==> src/rtl/zebra_frame_filter.sv <==
// Frame-level vote on a per-pixel zebra flag stream, with an ON/OFF hysteresis
// debounce and a single-entry result register that overwrites when full.
module zebra_frame_filter #(
  parameter int IMG_WIDTH      = 320,
  parameter int IMG_HEIGHT     = 240,
  parameter int VOTE_THRESHOLD = (IMG_WIDTH * IMG_HEIGHT) / 2,
  parameter int ON_FRAMES      = 3,
  parameter int OFF_FRAMES     = 5
) (
  input  logic        clk,
  input  logic        rst_n,
  input  logic        x_valid,
  output logic        x_ready,
  input  logic        x_data,
  output logic        y_valid,
  input  logic        y_ready,
  output logic        y_data,
  output logic        y_raw,
  output logic        dropped,
  output logic [15:0] frame_count,
  output logic [1:0]  state_debug
);

  // state         | meaning
  // S_CLEAR       | no zebra, waiting for a first zebra frame
  // S_PENDING_ON  | counting consecutive zebra frames towards ON_FRAMES
  // S_ASSERTED    | zebra reported
  // S_PENDING_OFF | counting consecutive non-zebra frames towards OFF_FRAMES
  typedef enum logic [1:0] {
    S_CLEAR       = 2'd0,
    S_PENDING_ON  = 2'd1,
    S_ASSERTED    = 2'd2,
    S_PENDING_OFF = 2'd3
  } state_t;

  localparam int XW = (IMG_WIDTH  > 1) ? $clog2(IMG_WIDTH)  : 1;
  localparam int YW = (IMG_HEIGHT > 1) ? $clog2(IMG_HEIGHT) : 1;
  localparam int VW = $clog2(IMG_WIDTH * IMG_HEIGHT + 1);

  localparam logic [XW-1:0] X_LAST   = XW'(IMG_WIDTH - 1);
  localparam logic [YW-1:0] Y_LAST   = YW'(IMG_HEIGHT - 1);
  localparam logic [31:0]   THRESH   = 32'(VOTE_THRESHOLD);
  localparam logic [3:0]    ON_CNT   = 4'(ON_FRAMES);
  localparam logic [3:0]    OFF_CNT  = 4'(OFF_FRAMES);

  logic [XW-1:0] r_x;
  logic [YW-1:0] r_y;
  logic [VW-1:0] r_vote;
  state_t        r_state;
  logic [3:0]    r_cnt;
  logic [15:0]   r_frame_count;
  logic          r_y_valid;
  logic          r_y_data;
  logic          r_y_raw;
  logic          r_dropped;

  logic          w_hs;
  logic          w_frame_end;
  logic [VW-1:0] w_vote_sum;
  logic          w_raw;
  state_t        w_state_next;
  logic [3:0]    w_cnt_next;
  logic          w_decision_next;
  logic [3:0]    w_cnt_inc;

  assign x_ready     = 1'b1;
  assign w_hs        = x_valid & x_ready;
  assign w_frame_end = w_hs && (r_x == X_LAST) && (r_y == Y_LAST);
  assign w_vote_sum  = r_vote + VW'(x_data);
  assign w_raw       = 32'(w_vote_sum) >= THRESH;
  assign w_cnt_inc   = r_cnt + 4'd1;

  // Raster position and vote accumulation; the last pixel is counted into the vote.
  always_ff @(posedge clk or negedge rst_n) begin
    if (!rst_n) begin
      r_x    <= '0;
      r_y    <= '0;
      r_vote <= '0;
    end else if (w_hs) begin
      if (r_x == X_LAST) begin
        r_x <= '0;
        r_y <= (r_y == Y_LAST) ? '0 : r_y + YW'(1);
      end else begin
        r_x <= r_x + XW'(1);
      end
      r_vote <= w_frame_end ? '0 : w_vote_sum;
    end
  end

  always_ff @(posedge clk or negedge rst_n) begin
    if (!rst_n) begin
      r_state <= S_CLEAR;
      r_cnt   <= '0;
    end else begin
      r_state <= w_state_next;
      r_cnt   <= w_cnt_next;
    end
  end

  always_comb begin
    w_state_next = r_state;
    w_cnt_next   = r_cnt;
    if (w_frame_end) begin
      case (r_state)
        S_CLEAR: begin
          if (w_raw) begin
            if (ON_CNT == 4'd1) begin
              w_state_next = S_ASSERTED;
              w_cnt_next   = 4'd0;
            end else begin
              w_state_next = S_PENDING_ON;
              w_cnt_next   = 4'd1;
            end
          end
        end
        S_PENDING_ON: begin
          if (!w_raw) begin
            w_state_next = S_CLEAR;
            w_cnt_next   = 4'd0;
          end else if (w_cnt_inc == ON_CNT) begin
            w_state_next = S_ASSERTED;
            w_cnt_next   = 4'd0;
          end else begin
            w_cnt_next   = w_cnt_inc;
          end
        end
        S_ASSERTED: begin
          if (!w_raw) begin
            if (OFF_CNT == 4'd1) begin
              w_state_next = S_CLEAR;
              w_cnt_next   = 4'd0;
            end else begin
              w_state_next = S_PENDING_OFF;
              w_cnt_next   = 4'd1;
            end
          end
        end
        S_PENDING_OFF: begin
          if (w_raw) begin
            w_state_next = S_ASSERTED;
            w_cnt_next   = 4'd0;
          end else if (w_cnt_inc == OFF_CNT) begin
            w_state_next = S_CLEAR;
            w_cnt_next   = 4'd0;
          end else begin
            w_cnt_next   = w_cnt_inc;
          end
        end
        default: begin
          w_state_next = S_CLEAR;
          w_cnt_next   = 4'd0;
        end
      endcase
    end
  end

  // The reported decision is taken from the state the frame moves us into.
  always_comb begin
    w_decision_next = (w_state_next == S_ASSERTED) || (w_state_next == S_PENDING_OFF);
  end

  always_ff @(posedge clk or negedge rst_n) begin
    if (!rst_n) begin
      r_y_valid     <= 1'b0;
      r_y_data      <= 1'b0;
      r_y_raw       <= 1'b0;
      r_dropped     <= 1'b0;
      r_frame_count <= '0;
    end else begin
      r_dropped <= 1'b0;
      if (w_frame_end) begin
        r_y_valid     <= 1'b1;
        r_y_data      <= w_decision_next;
        r_y_raw       <= w_raw;
        r_dropped     <= r_y_valid && !y_ready;
        r_frame_count <= r_frame_count + 16'd1;
      end else if (r_y_valid && y_ready) begin
        r_y_valid <= 1'b0;
      end
    end
  end

  assign y_valid     = r_y_valid;
  assign y_data      = r_y_data;
  assign y_raw       = r_y_raw;
  assign dropped     = r_dropped;
  assign frame_count = r_frame_count;
  assign state_debug = r_state;

endmodule

==> config.mk <==
export PLATFORM = sky130hd
export DESIGN_NAME = zebra_frame_filter
export DESIGN_NICKNAME = d
export VERILOG_FILES = /design/src/rtl/zebra_frame_filter.sv
export SDC_FILE = /design/constraint.sdc
export NUM_CORES = 1
export LEC_CHECK = 0
export BUFFER_PORTS_ARGS = -buffer_cell sky130_fd_sc_hd__clkbuf_2
export CORE_UTILIZATION = 30
export CTS_CLUSTER_SIZE = 14
export DETAILED_ROUTE_END_ITERATION = 7
export GPL_TIMING_DRIVEN = 0
export PLACE_DENSITY = 0.47
export SYNTH_ARGS = -nofsm -noshare
export SYNTH_HDL_FRONTEND = slang
export SYNTH_SLANG_ARGS = --single-unit
export TNS_END_PERCENT = 5
==> constraint.sdc <==
create_clock -name clk -period 4.7 [get_ports clk]
set_clock_uncertainty 0.2 [all_clocks]
set_input_delay 1.175 -clock clk [delete_from_list [all_inputs] [get_ports clk]]
set_output_delay 1.175 -clock clk [all_outputs]
set_load 0.005 [all_outputs]
==> results summary <==
The initial antenna violation count is 0. The critical path required time is 4.77 ns. The CTS sink count came out at 60.

The library cell appearing most often on the critical path is sky130_fd_sc_hd__ha_1. 0 antenna diodes ended up in the layout. The area occupied by registers came out at 1500 sq um. The category of the worst setup path capture point is a flop.

The detailed-route DRC error count came out at 0. From bottom edge to top edge, the die measures 108 um. In the synthesized netlist the dominant register cell turns out to be sky130_fd_sc_hd__dfrtp_1. The root buffer cell chosen for the clock tree is sky130_fd_sc_hd__clkbuf_8.

The signal arrival time at the worst endpoint came out at 3.99 ns. For this design the ratio of total power to cell area is 328 nW/um^2. The number of pins exceeding their max-slew limit in the final report came to 0. The highest ir drop seen on vdd is 98.6 uV. The signed area change from the synthesized netlist to the final layout came out at 15.8%. The count of port buffers added during placement came out at 25. The full die area is 11600 sq um. The weighted congestion at the end of routability-driven global placement came out at 0.819. The number of H-tree levels came out at 3. The die is 108 um wide. Detailed placement finished with a half-perimeter wire length of 4920 um. The hold buffer count at cts is 0. The worst-margin pin slew is 0.833 ns.

The area of combinational cells with multiple inputs is 1740 sq um. The routed wirelength normalized by instance count came out at 13.3 um. The number of clock buffers inserted by TritonCTS came out at 9.

The normalized max-slew margin came out at 44.0%. The type of the setup path with the least slack is in -> reg. The number of antenna-violating nets in the routed design is 0. In this run, synthesis produced a sequential element count of 60. The highest cell delay on the worst timing path came out at 0.46 ns. Counting the fill cells in the layout gives 1144.

Yosys mapped the design onto 55 distinct sky130hd cell types. TritonCTS built the clock tree. In this run the worst path has a maximum fanout of 9. The violation count after the first detailed-route iteration is 166. The final wirelength is 7150 um. In this run, synthesis inferred 0 flip-flops with an integrated enable. The ratio of routed vias to standard cells is 4.95. The critical path goes through clkbuf_2, ha_1, ha_1, buf_2, nand4_1, a2111oi_0, a41oi_1, o22ai_1, o22ai_4, nor4_1, o21ai_1, a21bo_1. After synthesis, the most frequently instantiated cells are 60 x sky130_fd_sc_hd__dfrtp_1, 42 x sky130_fd_sc_hd__nand2_1, 28 x sky130_fd_sc_hd__nor2_1, 25 x sky130_fd_sc_hd__nand3_1, 21 x sky130_fd_sc_hd__o21ai_0. The count of max-cap constraint violations came out at 0. The largest individual stage delay along the critical path comes from the cell sky130_fd_sc_hd__a2111oi_0. The total routing usage reported by global routing came out at 13.9%. The cell area that synthesis handed to floorplanning was 3350 sq um. The clock latency on the worst-skew pair is 0.34 ns. The total leakage power is 1.76 nW. The average cell area after synthesis is 9.43 sq um.

The share of layout cells above drive strength 1 is 15.9%. The effective utilization at floorplan came out at 30.9%. The worst-case clock buffer depth is 2. The number of global-route vias before repair came out at 2623. For this run, the register share of the synthesized area comes to 44.8%. The clock transition at the registers of the reported paths is 0.08 ns. The area fraction of the dominant cell type after synthesis is 44.8%. Setup violations remaining at the end of the flow were counted as 0. The clock period minus worst slack came out at 3.92 ns. The setup slack of the critical path after layout is 0.784 ns. The Yosys step of the flow raised 0 warnings.

Yosys attributes the largest share of cell area to sky130_fd_sc_hd__dfrtp_1 45%, sky130_fd_sc_hd__xnor2_1 5.2%, sky130_fd_sc_hd__nand2_1 4.7%. The first detailed-routing pass ran for 4 iterations. Summed over all layers, the global routing overflow is 0. The path class of the lowest-slack min-delay path is reg -> reg.

The count of vias placed by the detailed router is 2655. The hold violation count in the final report came to 0. The number of resized instances in the post-cts repair step is 0.

Setup repair after global routing left no endpoint under its margin. Setup total negative slack on the finished layout was measured at 0 ns. The dominant cell by count in the synthesized netlist is sky130_fd_sc_hd__dfrtp_1. The final critical path takes up 83.3% of the cycle.

The buffers inserted during post-CTS setup optimization came out at 0. The number of top-level design ports is 28. The startpoint type of the worst setup path is an input pin. The worst setup timing slack at the placement stage came out at 0.474 ns. The design draws 1.27 mW. The fraction of registers with async set/reset is 100%. When the netlist entered floorplanning its net count stood at 368.

The initialized floorplan defines 38 standard-cell rows. The first global-routing pass estimated 12700 um of wire. The achievable clock frequency is 255 MHz. The run finished with clean final reports. The pin count of the biggest net entering global routing is 61.

The biggest area contributor in the post-synthesis netlist is sky130_fd_sc_hd__dfrtp_1. The placeable core region came out at 10800 sq um. The synthesized netlist cell count came out at 355. The net total in the final layout came out at 404.
critical path: cells and delay by family:
kind | cells | cell delay [ns]
AOI/OAI and AO/OA | 6 | 1.44
and+or+nand+nor | 2 | 0.68
adders and majority gates | 2 | 0.42
buffers and inverters | 2 | 0.28
stage by stage:
step | cells | instance area, sq um | hold slack, ns | util, %
finish | 536 | 3880 | 0.270 | 35.8
CTS | 536 | 3880 | 0.273 | 35.8
floorplan | 355 | 3350 | 0.239 | -
detailed placement | 520 | 3650 | 0.262 | 33.7
global route | 536 | 3880 | 0.299 | 35.8
global placement | 520 | 3650 | 0.258 | 33.7
worst paths after layout:
check	end	slack (ns)	start	depth (start not counted)
max reg2reg	r_cnt[1]	1.35	r_vote[0]	11
min	frame_count[15]	0.27	frame_count[15]	1
max	r_cnt[1]	0.78	x_data	12
max in group asynchronous	r_x[0]	3.00	rst_n	1
min in group asynchronous	r_x[7]	0.76	rst_n	1
min reg2reg	frame_count[15]	0.27	frame_count[15]	1
cell usage in the layout (no fill, tap or decap), types with 2 or more instances in the layout:
cell type	Yosys	layout
sky130_fd_sc_hd__nor2_1	28	28
sky130_fd_sc_hd__o31ai_1	6	6
sky130_fd_sc_hd__nor3_1	11	11
sky130_fd_sc_hd__nand2_1	42	42
sky130_fd_sc_hd__a21o_1	5	5
sky130_fd_sc_hd__inv_1	11	11
sky130_fd_sc_hd__nand2b_1	4	4
sky130_fd_sc_hd__and3_1	5	5
sky130_fd_sc_hd__o22ai_1	3	3
sky130_fd_sc_hd__nand4b_1	2	2
sky130_fd_sc_hd__a21oi_1	9	9
sky130_fd_sc_hd__xnor2_1	20	20
sky130_fd_sc_hd__or3_1	2	2
sky130_fd_sc_hd__dfrtp_1	60	60
sky130_fd_sc_hd__clkbuf_1	6	6
sky130_fd_sc_hd__o21ai_1	2	2
sky130_fd_sc_hd__buf_1	3	3
sky130_fd_sc_hd__bufinv_16	0	2
sky130_fd_sc_hd__o211ai_1	3	3
sky130_fd_sc_hd__xor2_1	12	12
sky130_fd_sc_hd__clkinv_2	0	2
sky130_fd_sc_hd__and4_1	6	6
sky130_fd_sc_hd__ha_1	8	8
sky130_fd_sc_hd__nor2b_1	3	3
sky130_fd_sc_hd__a31oi_1	3	3
sky130_fd_sc_hd__nand3_1	25	25
sky130_fd_sc_hd__nand4_1	13	13
sky130_fd_sc_hd__o21ai_0	21	21
sky130_fd_sc_hd__clkinv_4	0	2
sky130_fd_sc_hd__nor4_1	3	3
sky130_fd_sc_hd__a41oi_1	3	3
sky130_fd_sc_hd__and2_1	3	3
sky130_fd_sc_hd__mux2_2	4	4
sky130_fd_sc_hd__buf_2	5	5
sky130_fd_sc_hd__clkbuf_8	0	10
sky130_fd_sc_hd__clkbuf_2	0	24
where the power goes:
group / switching [mW] / leakage [nW] / internal, mW
registers: 0.0602 / 0.803 / 0.563
logic: 0.0645 / 0.845 / 0.0545
clock network: 0.216 / 0.116 / 0.313
routing by layer:
layer / part of all wire [%] / routed length (um) / GRT usage [%] / up-vias
met5: 0 / 0 / 0 / -
met4: 1.2 / 87 / 5.48 / 0
met3: 4.0 / 288 / 3.57 / 8
met2: 44 / 3120 / 20.9 / 54
met1: 51 / 3660 / 19.0 / 1250
li1: - / - / - / 1343
logic make-up after synthesis:
kind of cell,after synthesis,share of synthesized area (%)
DFF,60,44.8
muxes,5,1.64
buffers and inverters,26,3.21
adders and majority gates,8,2.99
xor gates and xnor gates,33,8.86
AOI/OAI and AO/OA,66,13.3
and+or+nand+nor,156,25.0
other,1,0.112
sequential cells by signal (all words and copies together), names as in the netlist:
name,count
frame_count,16
dropped,1
r_y,8
state_debug,2
y_data,1
r_x,9
r_cnt,4
y_valid,1
r_vote,17
y_raw,1
layout make-up:
cell class / instances / area share [%]
multi-input combinational: 269 / 44.9
sequential: 60 / 38.7
tap: 140 / 4.52
clock buffer: 10 / 3.55
timing repair buffer: 25 / 3.29
clock inverter: 6 / 2.26
buffer: 15 / 1.71
inverter: 11 / 1.07
No activity file was read; power rests on OpenSTA's default activity.
